File: config.mk
export PLATFORM = sky130hd
export DESIGN_NAME = tlc_multi
export DESIGN_NICKNAME = d
export VERILOG_FILES = /design/src/rtl/tlc_multi.sv
export SDC_FILE = /design/constraint.sdc
export NUM_CORES = 1
export LEC_CHECK = 0
export CAP_MARGIN = 20
export CORE_MARGIN = 5
export CORE_UTILIZATION = 59
export CTS_CLUSTER_DIAMETER = 50
export CTS_CLUSTER_SIZE = 8
export DETAILED_ROUTE_END_ITERATION = 12
export HOLD_SLACK_MARGIN = 0.15
export PLACE_DENSITY_LB_ADDON = 0.2
export RECOVER_POWER = 100
export SLEW_MARGIN = 20
export SYNTH_ARGS = -nofsm -noshare
export SYNTH_HDL_FRONTEND = slang
export SYNTH_SLANG_ARGS = --single-unit
File: constraint.sdc
create_clock -name pclk -period 4.75 [get_ports pclk]
set_input_delay 0.7125 -clock pclk [delete_from_list [all_inputs] [get_ports pclk]]
set_output_delay 0.7125 -clock pclk [all_outputs]
set_load 0.01 [all_outputs]
File: src/rtl/tlc_multi.sv
// Multi-phase traffic light controller with a memory-mapped register port.
// Round-robin GREEN/YELLOW/RED service plus OFF, BLINK and MANUAL modes.
module tlc_multi #(
  parameter int NUM_PHASES = 4,
  parameter int CNT_W      = 16
) (
  input  logic                  pclk,
  input  logic                  prst,
  input  logic                  pvalid,
  input  logic                  prd_wr,
  input  logic [7:0]            paddr,
  input  logic [31:0]           pwdata,
  output logic [31:0]           prdata,
  output logic                  pready,
  output logic [NUM_PHASES-1:0] lamp_r,
  output logic [NUM_PHASES-1:0] lamp_y,
  output logic [NUM_PHASES-1:0] lamp_g,
  output logic [2:0]            cur_phase,
  output logic [2:0]            state
);

  typedef enum logic [2:0] {
    S_OFF = 3'd0, S_BLANK = 3'd1, S_RED = 3'd2,
    S_YEL = 3'd3, S_GRN = 3'd4
  } st_t;

  typedef enum logic [2:0] {
    M_OFF = 3'd0, M_BLINK = 3'd1, M_MAN = 3'd2,
    M_HIGH = 3'd3, M_LOW = 3'd4
  } md_t;

  localparam logic [2:0] LAST = 3'(NUM_PHASES - 1);

  logic [2*CNT_W-1:0]   red_q, yel_q, grn_q;
  logic [2:0]           mode_q;
  logic [CNT_W-1:0]     blink_q;
  logic [31:0]          prdata_q;
  logic                 pready_q;
  st_t                  st_q, st_d;
  md_t                  pm_q, m;
  logic [2:0]           ph_q, ph_d;
  logic [CNT_W-1:0]     tm_q, tm_d;
  logic [NUM_PHASES-1:0] lr_q, ly_q, lg_q;
  logic [NUM_PHASES-1:0] lr_d, ly_d, lg_d, oh;
  logic [CNT_W-1:0]     r_t, y_t, g_t;
  logic [31:0]          rdata;
  logic                 lowsel;

  // Dwell of max(T,1) cycles: timer counts down to 0, then expires.
  function automatic logic [CNT_W-1:0] ld(input logic [CNT_W-1:0] t);
    return (t == '0) ? '0 : t - CNT_W'(1);
  endfunction

  function automatic logic [31:0] rd32(input logic [2*CNT_W-1:0] v);
    return (32'(v[CNT_W+:CNT_W]) << 16) | 32'(v[0+:CNT_W]);
  endfunction

  always_comb begin
    m      = (mode_q > 3'd4) ? M_OFF : md_t'(mode_q);
    lowsel = (m == M_LOW);
    r_t    = lowsel ? red_q[CNT_W+:CNT_W] : red_q[0+:CNT_W];
    y_t    = lowsel ? yel_q[CNT_W+:CNT_W] : yel_q[0+:CNT_W];
    g_t    = lowsel ? grn_q[CNT_W+:CNT_W] : grn_q[0+:CNT_W];
  end

  always_comb begin
    st_d = st_q;
    ph_d = ph_q;
    tm_d = tm_q;
    unique case (1'b1)
      (m == M_OFF): begin
        st_d = S_OFF;
        tm_d = '0;
      end
      (m == M_MAN): st_d = S_RED;
      (m == M_BLINK): begin
        if (pm_q != M_BLINK) begin
          st_d = S_YEL;
          tm_d = ld(blink_q);
        end else if (tm_q == '0) begin
          st_d = (st_q == S_YEL) ? S_BLANK : S_YEL;
          tm_d = ld(blink_q);
        end else begin
          tm_d = tm_q - CNT_W'(1);
        end
      end
      default: begin
        // Entering from a non-cycling mode parks on the last phase
        if (pm_q != M_HIGH && pm_q != M_LOW) begin
          st_d = S_RED;
          ph_d = LAST;
          tm_d = ld(r_t);
        end else if (tm_q == '0) begin
          unique case (st_q)
            S_GRN: begin
              st_d = S_YEL;
              tm_d = ld(y_t);
            end
            S_YEL: begin
              st_d = S_RED;
              tm_d = ld(r_t);
            end
            default: begin
              st_d = S_GRN;
              ph_d = (ph_q == LAST) ? 3'd0 : ph_q + 3'd1;
              tm_d = ld(g_t);
            end
          endcase
        end else begin
          tm_d = tm_q - CNT_W'(1);
        end
      end
    endcase
  end

  always_comb begin
    oh   = NUM_PHASES'(1) << ph_d;
    lr_d = '0;
    ly_d = '0;
    lg_d = '0;
    unique case (st_d)
      S_RED: lr_d = '1;
      S_GRN: begin
        lg_d = oh;
        lr_d = ~oh;
      end
      S_YEL: begin
        if (m == M_BLINK) begin
          ly_d = '1;
        end else begin
          ly_d = oh;
          lr_d = ~oh;
        end
      end
      default: ;
    endcase
  end

  always_comb begin
    unique case (paddr)
      8'h00:   rdata = rd32(red_q);
      8'h04:   rdata = rd32(yel_q);
      8'h08:   rdata = rd32(grn_q);
      8'h0C:   rdata = 32'(mode_q);
      8'h10:   rdata = {21'b0, ph_q, 5'b0, st_q};
      8'h14:   rdata = 32'(blink_q);
      default: rdata = '0;
    endcase
  end

  always_ff @(posedge pclk or negedge prst) begin
    if (!prst) begin
      red_q    <= '0;
      yel_q    <= '0;
      grn_q    <= '0;
      mode_q   <= '0;
      blink_q  <= '0;
      prdata_q <= '0;
      pready_q <= 1'b0;
    end else begin
      pready_q <= pvalid;
      if (pvalid && prd_wr) begin
        unique case (paddr)
          8'h00: red_q <= {pwdata[16+:CNT_W], pwdata[0+:CNT_W]};
          8'h04: yel_q <= {pwdata[16+:CNT_W], pwdata[0+:CNT_W]};
          8'h08: grn_q <= {pwdata[16+:CNT_W], pwdata[0+:CNT_W]};
          8'h0C: mode_q <= pwdata[2:0];
          8'h14: blink_q <= pwdata[CNT_W-1:0];
          default: ;
        endcase
      end
      if (pvalid && !prd_wr) prdata_q <= rdata;
    end
  end

  always_ff @(posedge pclk or negedge prst) begin
    if (!prst) begin
      st_q <= S_OFF;
      pm_q <= M_OFF;
      ph_q <= '0;
      tm_q <= '0;
      lr_q <= '0;
      ly_q <= '0;
      lg_q <= '0;
    end else begin
      st_q <= st_d;
      pm_q <= m;
      ph_q <= ph_d;
      tm_q <= tm_d;
      lr_q <= lr_d;
      ly_q <= ly_d;
      lg_q <= lg_d;
    end
  end

  assign prdata    = prdata_q;
  assign pready    = pready_q;
  assign lamp_r    = lr_q;
  assign lamp_y    = ly_q;
  assign lamp_g    = lg_q;
  assign cur_phase = ph_q;
  assign state     = st_q;

endmodule

==> results of run 1 <==
[sequential cells by signal, indices dropped and copies added, names as in the netlist]
signal / cells
prdata: 32
state: 3
pready: 1
blink_q: 16
red_q: 32
yel_q: 32
grn_q: 32
lamp_r: 4
mode_q: 3
lamp_g: 4
lamp_y: 4
tm_q: 16
pm_q: 3
cur_phase: 3
[report_power, final]
group          switching (W)  internal (W)  total [W]
clock network       0.000722      0.000726    0.00145
logic               0.000539      0.000354   0.000893
registers          0.0000838       0.00162    0.00171
total                0.00134       0.00270    0.00405
[cells in the final DEF (no fill, tap or decap), drive strengths merged, types with 5 or more instances in the layout]
cell type,n
a211o,5
nand2,92
a22o,7
nand4,11
a21o,6
dfrtp,185
a221oi,13
nand3b,8
nor4,13
buf,13
and3b,5
o221ai,11
nor3,51
xor2,35
a21oi,50
mux2,130
o22ai,13
a31oi,6
and3,6
nor3b,7
a221o,5
ha,7
a22oi,21
o211ai,5
clkinv,9
o21ai,64
a211oi,9
and2,5
nor2,80
xnor2,33
nor2b,5
nand3,25
inv,19
clkbuf,30
or4,11
a222oi,13
mux2i,50
or3,19
dlygate4sd3,53
clkdlybuf4s50,39
[cell type report]
cell class | instances | area, um^2
clock inverter | 14 | 173
inverter | 14 | 57.6
clock buffer | 18 | 439
tap | 234 | 293
sequential | 185 | 4630
antenna | 2 | 5.00
multi-input combinational | 872 | 6250
fill | 1481 | 5780
timing repair buffer | 117 | 1070
[cell families after synthesis]
group,after synthesis,share of synthesized area
and+or+nand+nor,356,0.162
AOI/OAI and AO/OA,261,0.161
DFF,185,0.412
muxes,180,0.175
buffers and inverters,78,0.0293
xor gates and xnor gates,68,0.0530
adders and majority gates,7,0.00779
[layer usage]
| layer | GRT usage | wire (um) | share of wire |
|---|---|---|---|
| met5 | 0 | 0 | 0 |
| met4 | 0.158 | 1790 | 0.048 |
| met3 | 0.0727 | 3770 | 0.10 |
| met2 | 0.514 | 16800 | 0.45 |
| met1 | 0.489 | 15300 | 0.41 |
[metrics by stage]
step | std cells | hold slack (ns) | utilization | setup slack, ns
floorplan | 1135 | 0.417 | - | 0.577
global placement | 1422 | 0.461 | 0.663 | 0.977
detailed placement | 1422 | 0.470 | 0.663 | 0.839
CTS | 1454 | 0.349 | 0.696 | 0.829
global route | 1454 | 0.501 | 0.691 | 0.460
finish | 1456 | 0.475 | 0.691 | 0.630
[worst min path at each step]
stage                     from    endpoint  slack (ns)
CTS                       prst   lamp_g[0]        0.35
detailed placement   prdata[6]   prdata[6]        0.47
finish               prdata[6]   prdata[6]        0.47
global route         prdata[6]   prdata[6]        0.50
floorplan                 prst  blink_q[0]        0.42
global placement    prdata[17]  prdata[17]        0.46
[worst max-delay path: cells and delay by family, from the launching register on]
kind	cells	cell delay, ns
AOI/OAI and AO/OA	3	1.04
xor gates and xnor gates	1	0.13
and+or+nand+nor	2	1.24
DFF	1	0.55
adders and majority gates	1	0.26
muxes	2	0.46
buffers and inverters	2	0.32
==> run_results.csv, run 1 <==
group,metric,value,unit
route,via_count,10100,
sta,fmax,243,MHz
pwr,p_total,0.00405,W
sta,slew_headroom,-0.458,
route,drt-vias-per-instance,6.92,
die,die_area,21900,um^2
critical_path,crit_arrival,4.44,ns
route,avgRoutedWirePerCell,25.9,um
critical_path,critPathMaxStageDelay,0.67,ns
critical_path,critPathSlowestCell,"or4_1",
critical_path,crit_start,"mode_q[2]",
route,ant_nets,0,
place,gp_congestion,0.996,
cts,cts_buffers,17,
synthesis,synth-seq-area-share,0.412,
worst_hold_path,hold-path-cell-count,2,
grt,overflow,0,
route,wl,37.6,mm
sta,setup_viol,0,
route,drcViolationCount,0,
grt,grt_pass1_wl,58.0,mm
die,fp-row-count,50,
synthesis,synth.most_common_cell,"dfrtp_1",
synthesis,synthTopCellsByCount,"dfrtp_1, mux2_2, nand2_1",
cts,postCtsSetupBuffers,0,
critical_path,cp_cell_sequence,"or3b_4, clkinv_4, mux2i_1, ha_1, inv_1, or4_1, a2111oi_0, xor2_1, mux2i_1, o221ai_1, a221o_1",
synthesis,synth_warnings,0,
critical_path,rr_startpoint,"mode_q[2]",
cts,clock_tree.buffer_depth,2,
critical_path,path_class,"flip-flop to flip-flop",
cells_and_area,nets,1258,
cts,worstSkewPairLatency,0.45,ns
synthesis,synth_edf_count,0,
cts,htreeDepth,4,
flow_run,cap_violations,2,
cts,clockRootBuffer,"clkbuf_16",
status,failed_checks,"capacitance limit, slew limit",
sta,tightest_slew,2.19,ns
die,initial_utilization,0.601,
sta,period_share,0.867,
cts,clk_pin_slew_worst_paths,0.08,ns
critical_path,cp.required,5.07,ns
critical_path,r2r_cells,11,
die,pin_count,95,
critical_path,r2r_end,"tm_q[10]",
place,place_area,12400,um^2
synthesis,ys_async_sr_fraction,1.00,
grt,grt_max_degree,99,
synthesis,synth.cell_area,11200,um^2
pwr,cellPowerDensity,313,nW/um^2
place,hpwl,28.2,mm
grt,grt_usage,0.346,
cells_and_area,area_delta_synth_final,15.0,%
pwr,ir_drop,0.215,mV
grt,antenna_found_initial,0,
sta,tns,0,ns
critical_path,end_kind,"flip-flop",
synthesis,synth_top_area_share,0.412,
grt,grt_pass1_vias,9786,
synthesis,synth_seq_cells,185,
route,drt-pass1-iter-count,7,
synthesis,synth_nets,1186,
place,io_buffers,94,
critical_path,worst-path-max-fanout,21,
critical_path,crit_top_cell,"mux2i_1",
synthesis,syn_inst,1135,
worst_hold_path,hold_path_class,"flip-flop to flip-flop",
cells_and_area,drive_gt1_frac,0.155,
sta,hold_viol_final,0,
synthesis,synth_top_cell_by_area,"dfrtp_1",
sta,final_max_slew_viol_count,113,
sta,fin_skew,0.0153,ns
sta,period_minus_slack,4.12,ns
synthesis,syn_area_per_cell,9.90,um^2
critical_path,endpoint,"tm_q[10]",
critical_path,r2r_slack,0.63,ns
die,die_w,148,um
die,core_area,18700,um^2
die,die_h,148,um
synthesis,synth_top_cells_by_area,"dfrtp_1, mux2_2, mux2i_1, nand2_1, xor2_1",
status,status,"complete, but fails checks",
critical_path,cp-start-kind,"flip-flop",
synthesis,synth_cell_types,78,
route,dr.first_iter.drc_count,1203,
sta,rsz0062_at_grt,"false",
cts,cts_hold_buf,0,
cells_and_area,final_area,12900,um^2
pwr,p_leak,6.09,nW
cts,cts.sinks,185,
cts,cts_resized,0,
synthesis,synthFlopType,"dfrtp_1",
cts,cts_tree,"built",
Power figures use the tool's default switching activity.
==> inputs of run 2 (changes only) <==
Settings changed: CAP_MARGIN 20 to default, CTS_CLUSTER_DIAMETER 50 to default, GPL_ROUTABILITY_DRIVEN from default to 0.
==> run 2 against run 1 <==
Effect of this change: the run still ends with capacitance limit, slew limit left; fmax fell by 2.8%; routed wire length is 4.8% lower; sequential share of layout area about the same; die area did not move; total power grew 1.8%; register-to-register slack worse by 0.04 ns; clock skew down 0.0063 ns; design area grew 0.11%; setup slack got worse by 0.12 ns; cell count down 0.41%; critical endpoint is now yel_q[15].
==> run_results.csv, run 2 (synthesis results as in run 1) <==
group,metric,value,unit
grt,grt_pass1_wl,55.8,mm
sta,fin_skew,0.00907,ns
die,fp-row-count,50,
critical_path,path_class,"primary input to flip-flop",
cts,postCtsSetupBuffers,0,
cells_and_area,final_core_util,0.692,
cts,cts_buffers,17,
critical_path,r2r_cells,9,
critical_path,cp-start-kind,"primary input",
die,core_area,18700,um^2
cells_and_area,drive_gt1_frac,0.155,
critical_path,endpoint,"yel_q[15]",
cts,cts.sinks,185,
critical_path,end_kind,"flip-flop",
route,drt-pass1-iter-count,8,
grt,grt_max_degree,108,
cells_and_area,area_delta_synth_final,15.1,%
route,via_count,10200,
die,die_h,148,um
cts,cts_hold_buf,0,
route,wl,35.8,mm
cells_and_area,multi_input_area,6270,um^2
sta,setup_viol,0,
sta,hold_viol_final,0,
grt,gr-usage-met3,0.0868,
critical_path,rr_startpoint,"mode_q[0]",
cts,worstSkewPairLatency,0.45,ns
sta,final_max_slew_viol_count,138,
pwr,ir_drop,0.271,mV
cts,clk_pin_slew_worst_paths,0.07,ns
sta,period_share,0.892,
place,io_buffers,94,
die,die_area,21900,um^2
cells_and_area,num-fill-cells,1449,
cts,clock_tree.buffer_depth,2,
cts,cts_tree,"built",
sta,tns,0,ns
sta,rsz0062_at_grt,"false",
grt,grt_pass1_vias,9622,
cells_and_area,nets,1255,
status,failed_checks,"capacitance limit, slew limit",
route,dr.first_iter.drc_count,1627,
cells_and_area,diodes,0,
grt,overflow,0,
cells_and_area,ff_latch_area,4630,um^2
cts,clockRootBuffer,"clkbuf_16",
grt,grtUsageMet2,0.483,
sta,period_minus_slack,4.24,ns
sta,slew_headroom,-0.735,
grt,grtUsageMet1,0.453,
cells_and_area,final_common_cell,"dfrtp_1",
status,status,"complete, but fails checks",
sta,tightest_slew,2.60,ns
sta,fmax,236,MHz
route,avgRoutedWirePerCell,24.7,um
route,drt-vias-per-instance,7.01,
cells_and_area,final_cell_mix,"dfrtp_1, mux2_2, nand2_1",
worst_hold_path,hold_path_class,"primary input to async pin",
critical_path,r2r_slack,0.59,ns
critical_path,crit_arrival,4.57,ns
cts,cts_resized,0,
critical_path,worst-path-max-fanout,29,
grt,grt_usage,0.328,
pwr,p_leak,6.10,nW
route,drcViolationCount,0,
cts,htreeDepth,4,
pwr,cellPowerDensity,319,nW/um^2
place,hpwl,26.3,mm
cells_and_area,final_area,12900,um^2
die,initial_utilization,0.601,
place,place_area,12400,um^2
flow_run,cap_violations,2,
critical_path,crit_start,"paddr[5]",
grt,grt.busiest_layer,"met2",
grt,antenna_found_initial,1,
critical_path,r2r_end,"tm_q[3]",
route,ant_nets,0,
die,pin_count,95,
die,die_w,148,um
critical_path,cp.required,5.08,ns
## run 2: cell count changes in the layout (fill, tap and decap cells not counted), sizes merged
cell / delta
clkbuf: -2
buf: -3
dlymetal6s4s: +1
clkinvlp: +2
bufinv: +3
diode: -2
clkinv: -5
## run 2: report_power, final
| group | leakage, nW | switching, W | internal [W] |
|---|---|---|---|
| logic | 3.23 | 0.000523 | 0.000351 |
| registers | 2.56 | 0.0000817 | 0.00162 |
| clock network | 0.303 | 0.000691 | 0.000852 |
| total | 6.10 | 0.00130 | 0.00283 |
## run 2: worst max-delay path: stages
cell and delay (ns):
dlygate4sd3_1 0.53, or3_1 0.42, nor2_1 0.28, and3_1 0.28
nor2b_1 0.19, and3_1 0.33, dlymetal6s4s_1 1.35, mux2_2 0.44
## run 2: how the worst min path moves through the flow
stage / startpoint / end / slack (ns) / depth (start not counted)
floorplan: prst / blink_q[0] / 0.42 / 0
global placement: prdata[8] / prdata[8] / 0.46 / 2
detailed placement: prdata[5] / prdata[5] / 0.47 / 2
CTS: prst / lamp_g[0] / 0.31 / 1
global route: prst / lamp_g[0] / 0.32 / 1
finish: prst / lamp_g[0] / 0.26 / 1
## run 2: routing by layer
| metal | share of wire | routed length, um |
|---|---|---|
| met2 | 0.43 | 15500 |
| met3 | 0.11 | 3890 |
| met1 | 0.40 | 14500 |
| met4 | 0.054 | 1930 |
| met5 | 0.00036 | 13 |
## run 2: through the flow
step	setup slack [ns]	cells	hold slack, ns	power, W
2_1_floorplan	0.577	1135	0.417	0.00228
3_3_place_gp	1.08	1419	0.460	0.00258
3_5_place_dp	0.990	1419	0.470	0.00259
4_1_cts	0.975	1450	0.313	0.00411
5_1_grt	0.385	1450	0.323	0.00427
6_report	0.511	1450	0.263	0.00412
## run 2: layout make-up
type / instances / area share
Clock buffer: 17 / 0.0329
Clock inverter: 14 / 0.0162
Inverter: 14 / 0.00445
Multi-Input combinational cell: 872 / 0.484
Sequential cell: 185 / 0.358
Tap cell: 234 / 0.0226
Timing Repair Buffer: 114 / 0.0815
